## src/rtl/ifetch_unit.sv

```systemverilog
`default_nettype none
// +----------------------------------------------------------------------------+
// | Module : ifetch_unit                                                       |
// | Brief  : Sequential instruction fetch with credit-limited memory requests, |
// |          FWFT instruction FIFO and redirect with stale-response dropping.  |
// | Rev    : 1.0                                                               |
// +----------------------------------------------------------------------------+
module ifetch_unit #(
    parameter int              XLEN     = 32,
    parameter int              DEPTH    = 4,
    parameter logic [XLEN-1:0] RESET_PC = '0
) (
    input  logic            clk,
    input  logic            reset,
    input  logic            redirect_valid,
    input  logic [XLEN-1:0] redirect_pc,
    output logic            mem_req_valid,
    input  logic            mem_req_ready,
    output logic [XLEN-1:0] mem_req_addr,
    input  logic            mem_rsp_valid,
    input  logic [XLEN-1:0] mem_rsp_data,
    output logic            instr_valid,
    input  logic            instr_ready,
    output logic [XLEN-1:0] instr_data,
    output logic [XLEN-1:0] instr_pc
);
    localparam int c_cnt_w = $clog2(DEPTH + 1);
    localparam int c_occ_w = c_cnt_w + 1;
    localparam int c_ptr_w = $clog2(DEPTH);
    localparam logic [XLEN-1:0]    c_pc_step = XLEN'(4);
    localparam logic [c_cnt_w-1:0] c_one     = c_cnt_w'(1);

    logic [XLEN-1:0]    r_fetch_pc;
    logic [XLEN-1:0]    r_rsp_pc;
    logic [c_cnt_w-1:0] r_count;
    logic [c_cnt_w-1:0] r_outstanding;
    logic [c_cnt_w-1:0] r_drop;
    logic [c_ptr_w-1:0] r_rd_ptr;
    logic [c_ptr_w-1:0] r_wr_ptr;
    logic               r_boot;
    logic [XLEN-1:0]    r_fifo_pc   [DEPTH];
    logic [XLEN-1:0]    r_fifo_data [DEPTH];

    logic [c_occ_w-1:0] w_occupancy;
    logic               w_credit;
    logic               w_issue;
    logic               w_drop_rsp;
    logic               w_push;
    logic               w_pop;
    logic [c_cnt_w-1:0] w_out_next;
    logic [c_cnt_w-1:0] w_count_next;
    logic [XLEN-1:0]    w_redirect_pc;
    logic               w_unused_redirect_lsbs;

    function automatic logic [c_ptr_w-1:0] ptr_inc(input logic [c_ptr_w-1:0] p);
        return (p == c_ptr_w'(DEPTH - 1)) ? '0 : p + c_ptr_w'(1);
    endfunction

    // Occupancy credit: FIFO entries plus in-flight requests never exceed DEPTH,
    // so every accepted request is guaranteed a FIFO slot on return.
    assign w_occupancy   = c_occ_w'(r_count) + c_occ_w'(r_outstanding);
    assign w_credit      = (w_occupancy < c_occ_w'(DEPTH));
    assign mem_req_valid = !reset && !r_boot && !redirect_valid && w_credit;
    assign mem_req_addr  = r_fetch_pc;

    assign w_issue       = mem_req_valid && mem_req_ready;
    assign w_drop_rsp    = mem_rsp_valid && (r_drop != '0);
    assign w_push        = mem_rsp_valid && !w_drop_rsp && !redirect_valid;
    assign w_pop         = instr_valid && instr_ready && !redirect_valid;
    assign w_redirect_pc = {redirect_pc[XLEN-1:2], 2'b00};
    assign w_unused_redirect_lsbs = ^redirect_pc[1:0];

    always_comb begin
        w_out_next = r_outstanding;
        if (w_issue && !mem_rsp_valid) begin
            w_out_next = r_outstanding + c_one;
        end else if (!w_issue && mem_rsp_valid) begin
            w_out_next = r_outstanding - c_one;
        end
    end

    always_comb begin
        w_count_next = r_count;
        if (w_push && !w_pop) begin
            w_count_next = r_count + c_one;
        end else if (!w_push && w_pop) begin
            w_count_next = r_count - c_one;
        end
    end

    always_ff @(posedge clk) begin
        if (reset) begin
            r_fetch_pc    <= RESET_PC;
            r_rsp_pc      <= RESET_PC;
            r_count       <= '0;
            r_outstanding <= '0;
            r_drop        <= '0;
            r_rd_ptr      <= '0;
            r_wr_ptr      <= '0;
            r_boot        <= 1'b1;
        end else begin
            r_boot        <= 1'b0;
            r_outstanding <= w_out_next;
            if (redirect_valid) begin
                // Everything still in flight after this cycle belongs to the old path.
                r_fetch_pc <= w_redirect_pc;
                r_rsp_pc   <= w_redirect_pc;
                r_count    <= '0;
                r_rd_ptr   <= '0;
                r_wr_ptr   <= '0;
                r_drop     <= w_out_next;
            end else begin
                r_count <= w_count_next;
                if (w_issue) begin
                    r_fetch_pc <= r_fetch_pc + c_pc_step;
                end
                if (w_push) begin
                    r_rsp_pc <= r_rsp_pc + c_pc_step;
                    r_wr_ptr <= ptr_inc(r_wr_ptr);
                end
                if (w_pop) begin
                    r_rd_ptr <= ptr_inc(r_rd_ptr);
                end
                if (w_drop_rsp) begin
                    r_drop <= r_drop - c_one;
                end
            end
        end
    end

    always_ff @(posedge clk) begin
        if (w_push) begin
            r_fifo_pc[r_wr_ptr]   <= r_rsp_pc;
            r_fifo_data[r_wr_ptr] <= mem_rsp_data;
        end
    end

    assign instr_valid = !reset && (r_count != '0);
    assign instr_pc    = r_fifo_pc[r_rd_ptr];
    assign instr_data  = r_fifo_data[r_rd_ptr];

    // A response with nothing outstanding means the memory broke the handshake.
    always_ff @(posedge clk) begin
        if (!reset) begin
            assert (!(mem_rsp_valid && (r_outstanding == '0)));
        end
    end

endmodule
`default_nettype wire

```

## config.mk

```make
export PLATFORM = sky130hd
export DESIGN_NAME = ifetch_unit
export DESIGN_NICKNAME = d
export VERILOG_FILES = /design/src/rtl/ifetch_unit.sv
export SDC_FILE = /design/constraint.sdc
export NUM_CORES = 1
export LEC_CHECK = 0
export ABC_AREA = 1
export BUFFER_PORTS_ARGS = -buffer_cell sky130_fd_sc_hd__buf_2
export CAP_MARGIN = 5
export CORE_ASPECT_RATIO = 1.5
export CORE_MARGIN = 10
export CORE_UTILIZATION = 55
export DETAILED_ROUTE_END_ITERATION = 7
export PLACE_DENSITY_LB_ADDON = 0.08
export SLEW_MARGIN = 20
export SYNTH_ARGS = -nofsm -noshare
export SYNTH_HDL_FRONTEND = slang
export SYNTH_SLANG_ARGS = --single-unit
```

## constraint.sdc

```tcl
create_clock -name clk -period 5.7 [get_ports clk]
set_input_delay 1.14 -clock clk [delete_from_list [all_inputs] [get_ports clk]]
set_output_delay 1.14 -clock clk [all_outputs]
set_load 0.005 [all_outputs]
```

==> flow_metrics.env <==
export IMPL_cts_path_max_buffers=3
export IMPL_diodes=0
export IMPL_ys_warn_count=0
export IMPL_hold_ws_ps=491.5
export IMPL_synth_seq_cells=324
export IMPL_antenna_found_initial=0
export IMPL_synthCells=1434
export IMPL_root_buffer="clkbuf_16"
export IMPL_initial_core_util=0.5592
export IMPL_grt_pass1_wl_mm=55.50
export IMPL_status="complete, no violations"
export IMPL_final_nets=1658
export IMPL_vdd_ir_drop_max_mv=0.1942
export IMPL_syn_area_sq_um=14110
export IMPL_power_switching_uw=1133
export IMPL_drc=0
export IMPL_synthMuxAreaShare=0
export IMPL_hpwl_mm=23.00
export IMPL_grt_max_degree=73
export IMPL_drive_gt1_frac=0.1455
export IMPL_io_buffers=161
export IMPL_fp_dieH_microns=216.2
export IMPL_gr_total_overflow=0
export IMPL_core_region_area_sq_um=25230
export IMPL_cts_tree="yes"
export IMPL_hold_viol=0
export IMPL_p_leak_uw=0.006067
export IMPL_grt_use_total=0.2133
export IMPL_hold_buffers=0
export IMPL_p_int_uw=3991
export IMPL_num_io_pins=168
export IMPL_min_path_cells=2
export IMPL_syn_area_per_cell_sq_um=9.838
export IMPL_final_core_util=0.6408
export IMPL_synth_compound_area_share=0.1188
export IMPL_seq_area_frac_synth=0.6357
export IMPL_start_kind="flip-flop"
export IMPL_htreeDepth=1
export IMPL_area_growth_syn_to_layout_pct=14.61
export IMPL_cts_sinks=324
export IMPL_cap_violations=0
export IMPL_clock_skew_final_ps=11.17
export IMPL_cp_required_ps=4560
export IMPL_final_common_cell="nand2_1"
export IMPL_clk_latency_ps=550
export IMPL_die_area_sq_um=32590
export IMPL_netlist_top_cells_area="edfxtp_1 (53%), dfxtp_1 (11%), nand2_1 (6.8%)"
export IMPL_netSwitchingFraction=0.2211
export IMPL_min_path_type="flip-flop to flip-flop"
export IMPL_synthSimpleGateAreaFrac=0.1651
export IMPL_synth_distinct_cells=35
export IMPL_postCtsSetupRepairBufs=0
export IMPL_seqPwrFrac=0.525
export IMPL_drtIter0Drc=597
export IMPL_ant_nets=0
export IMPL_finalSetupTns_ps=0
export IMPL_power_frac_comb=0.074
export IMPL_reg2reg_depth=8
export IMPL_drt_first_pass_iters=5
export IMPL_max_freq_mhz=242.2
export IMPL_setup_viol=0
export IMPL_clock_power_share=0.401
export IMPL_period_share=0.7242
export IMPL_yosys_area_share_xor_xnor=0.01552
export IMPL_dr_total_vias=10685
export IMPL_path_class="flip-flop to output port"
export IMPL_synth_adder_area_share=0.01384
export IMPL_regToRegEndpoint="r_fifo_pc[2][7]"
export IMPL_p_per_area_nw_per_um2=316.9
export IMPL_fin_crit_ps=4128
export IMPL_synth_top_cell_by_area="edfxtp_1"
export IMPL_path_clk_slew_ps=70
export IMPL_via_per_inst=5.559
export IMPL_rows=71
export IMPL_drv_slew=0
export IMPL_final_cell_mix="nand2_1 (257), edfxtp_1 (248), nor2_1 (237)"
export IMPL_r2r_start="r_drop[0]"
export IMPL_rsz0062_at_grt="false"
export IMPL_place_gp_congestion=0.9582
export IMPL_max_slew_margin=0.3582
export IMPL_holdPathEnd="r_count[2]"
export IMPL_cts_buffers=29
export IMPL_cts_resized=0
export IMPL_worstSetupEndpointType="output port"
export IMPL_fill_cells=2099
export IMPL_synth_top_family_by_area="simple AND/OR/NAND/NOR gates"
export IMPL_reg2reg_setup_slack_ps=3110
export IMPL_cp_arrival_ps=2990
export IMPL_yosysTopAreaCellShare=0.5279
export IMPL_totalWireLength_mm=35.23
export IMPL_grt_pass1_vias=10715
export IMPL_die_w_microns=150.8
export IMPL_tightest_slew_ps=962.7
export IMPL_routedWlPerCell_microns=18.33
export IMPL_holdCritStartpoint="r_count[2]"
export IMPL_critPathMaxFanout=72
-- routing by layer --
layer,vias to the layer above,track usage,part of all wire
met1,5068,0.2409,0.38
met4,0,0.1055,0.046
met2,333,0.3766,0.51
met5,-,0,0
li1,5202,-,-
met3,82,0.03608,0.060
-- layout make-up --
type | instances | area, sq um | share of cell area
Multi-Input combinational cell | 935 | 4464 | 0.2761
Sequential cell | 324 | 8974 | 0.5550
Tap cell | 328 | 410.4 | 0.02538
Inverter | 110 | 414.1 | 0.02562
Clock inverter | 12 | 210.2 | 0.01300
Timing Repair Buffer | 173 | 908.4 | 0.05618
Clock buffer | 40 | 787.0 | 0.04868
-- power groups by stage --
stage | Clock (uW) | Sequential [uW] | Combinational, uW
after floorplan | 0 | 2720 | 231
after global placement | 0 | 2740 | 377
after detailed placement | 0 | 2740 | 384
after CTS | 2090 | 2690 | 386
after global routing | 2190 | 2700 | 434
final | 2050 | 2690 | 381
-- cells by family after synthesis --
kind of cell             Yosys count
AO/OA/AOI/OAI                    312
XOR/XNOR                          25
adder cells (fa/ha/maj)           15
buffers and inverters            178
flip-flops                       324
other                              1
AND/OR/NAND/NOR                  579
-- state kept, by name (all words and copies together), names as in the netlist, 2 cells and up, named ones only --
register / cells
r_rsp_pc: 30
r_fifo_pc: 120
mem_req_addr: 30
r_wr_ptr: 2
r_rd_ptr: 2
r_count: 3
r_drop: 3
r_outstanding: 3
r_fifo_data: 128
-- synthesized netlist by cell type (all sizes together) --
master and number:
nor2 245, o211ai 3, a21oi 53, nand3 47
nand4 11, xor2 23, o21ai 175, nand2 260
edfxtp 248, inv 110, o31ai 1, o22ai 63
dfxtp 76, conb 1, a211oi 2, nor3 13
fa 1, a31oi 14, buf 16, nand3b 3
o21bai 1, ha 14, clkbuf 52, xnor2 2
-- stage by stage --
| stage | cell area (sq um) | power, uW | instances | worst slack, ps |
|---|---|---|---|---|
| after detailed placement | 15170 | 3124 | 1870 | 2083 |
| final | 16170 | 5123 | 1922 | 1572 |
| after global placement | 15170 | 3114 | 1870 | 2102 |
| after floorplan | 14120 | 2949 | 1437 | 900.4 |
| after global routing | 16170 | 5319 | 1922 | 1281 |
| after CTS | 16170 | 5162 | 1922 | 1499 |
-- worst max-delay path, stage by stage, from the launching register on --
cell and delay [ps]:
dfxtp_4 800, clkinv_2 630, buf_4 470, o21ai_0 220
o22ai_1 130, buf_2 150
-- worst max path at each step --
| stage | start | to | slack [ps] | depth (start not counted) |
|---|---|---|---|---|
| finish | flip-flop | instr_pc[7] | 1570 | 5 |
| CTS | flip-flop | instr_pc[7] | 1500 | 5 |
| global route | flip-flop | instr_pc[7] | 1280 | 5 |
| floorplan | redirect_valid | r_fifo_data[0][0] | 900 | 5 |
| global placement | flip-flop | instr_pc[7] | 2100 | 5 |
| detailed placement | flip-flop | instr_pc[7] | 2080 | 5 |
Note: power is estimated with default switching activity, not from simulation.
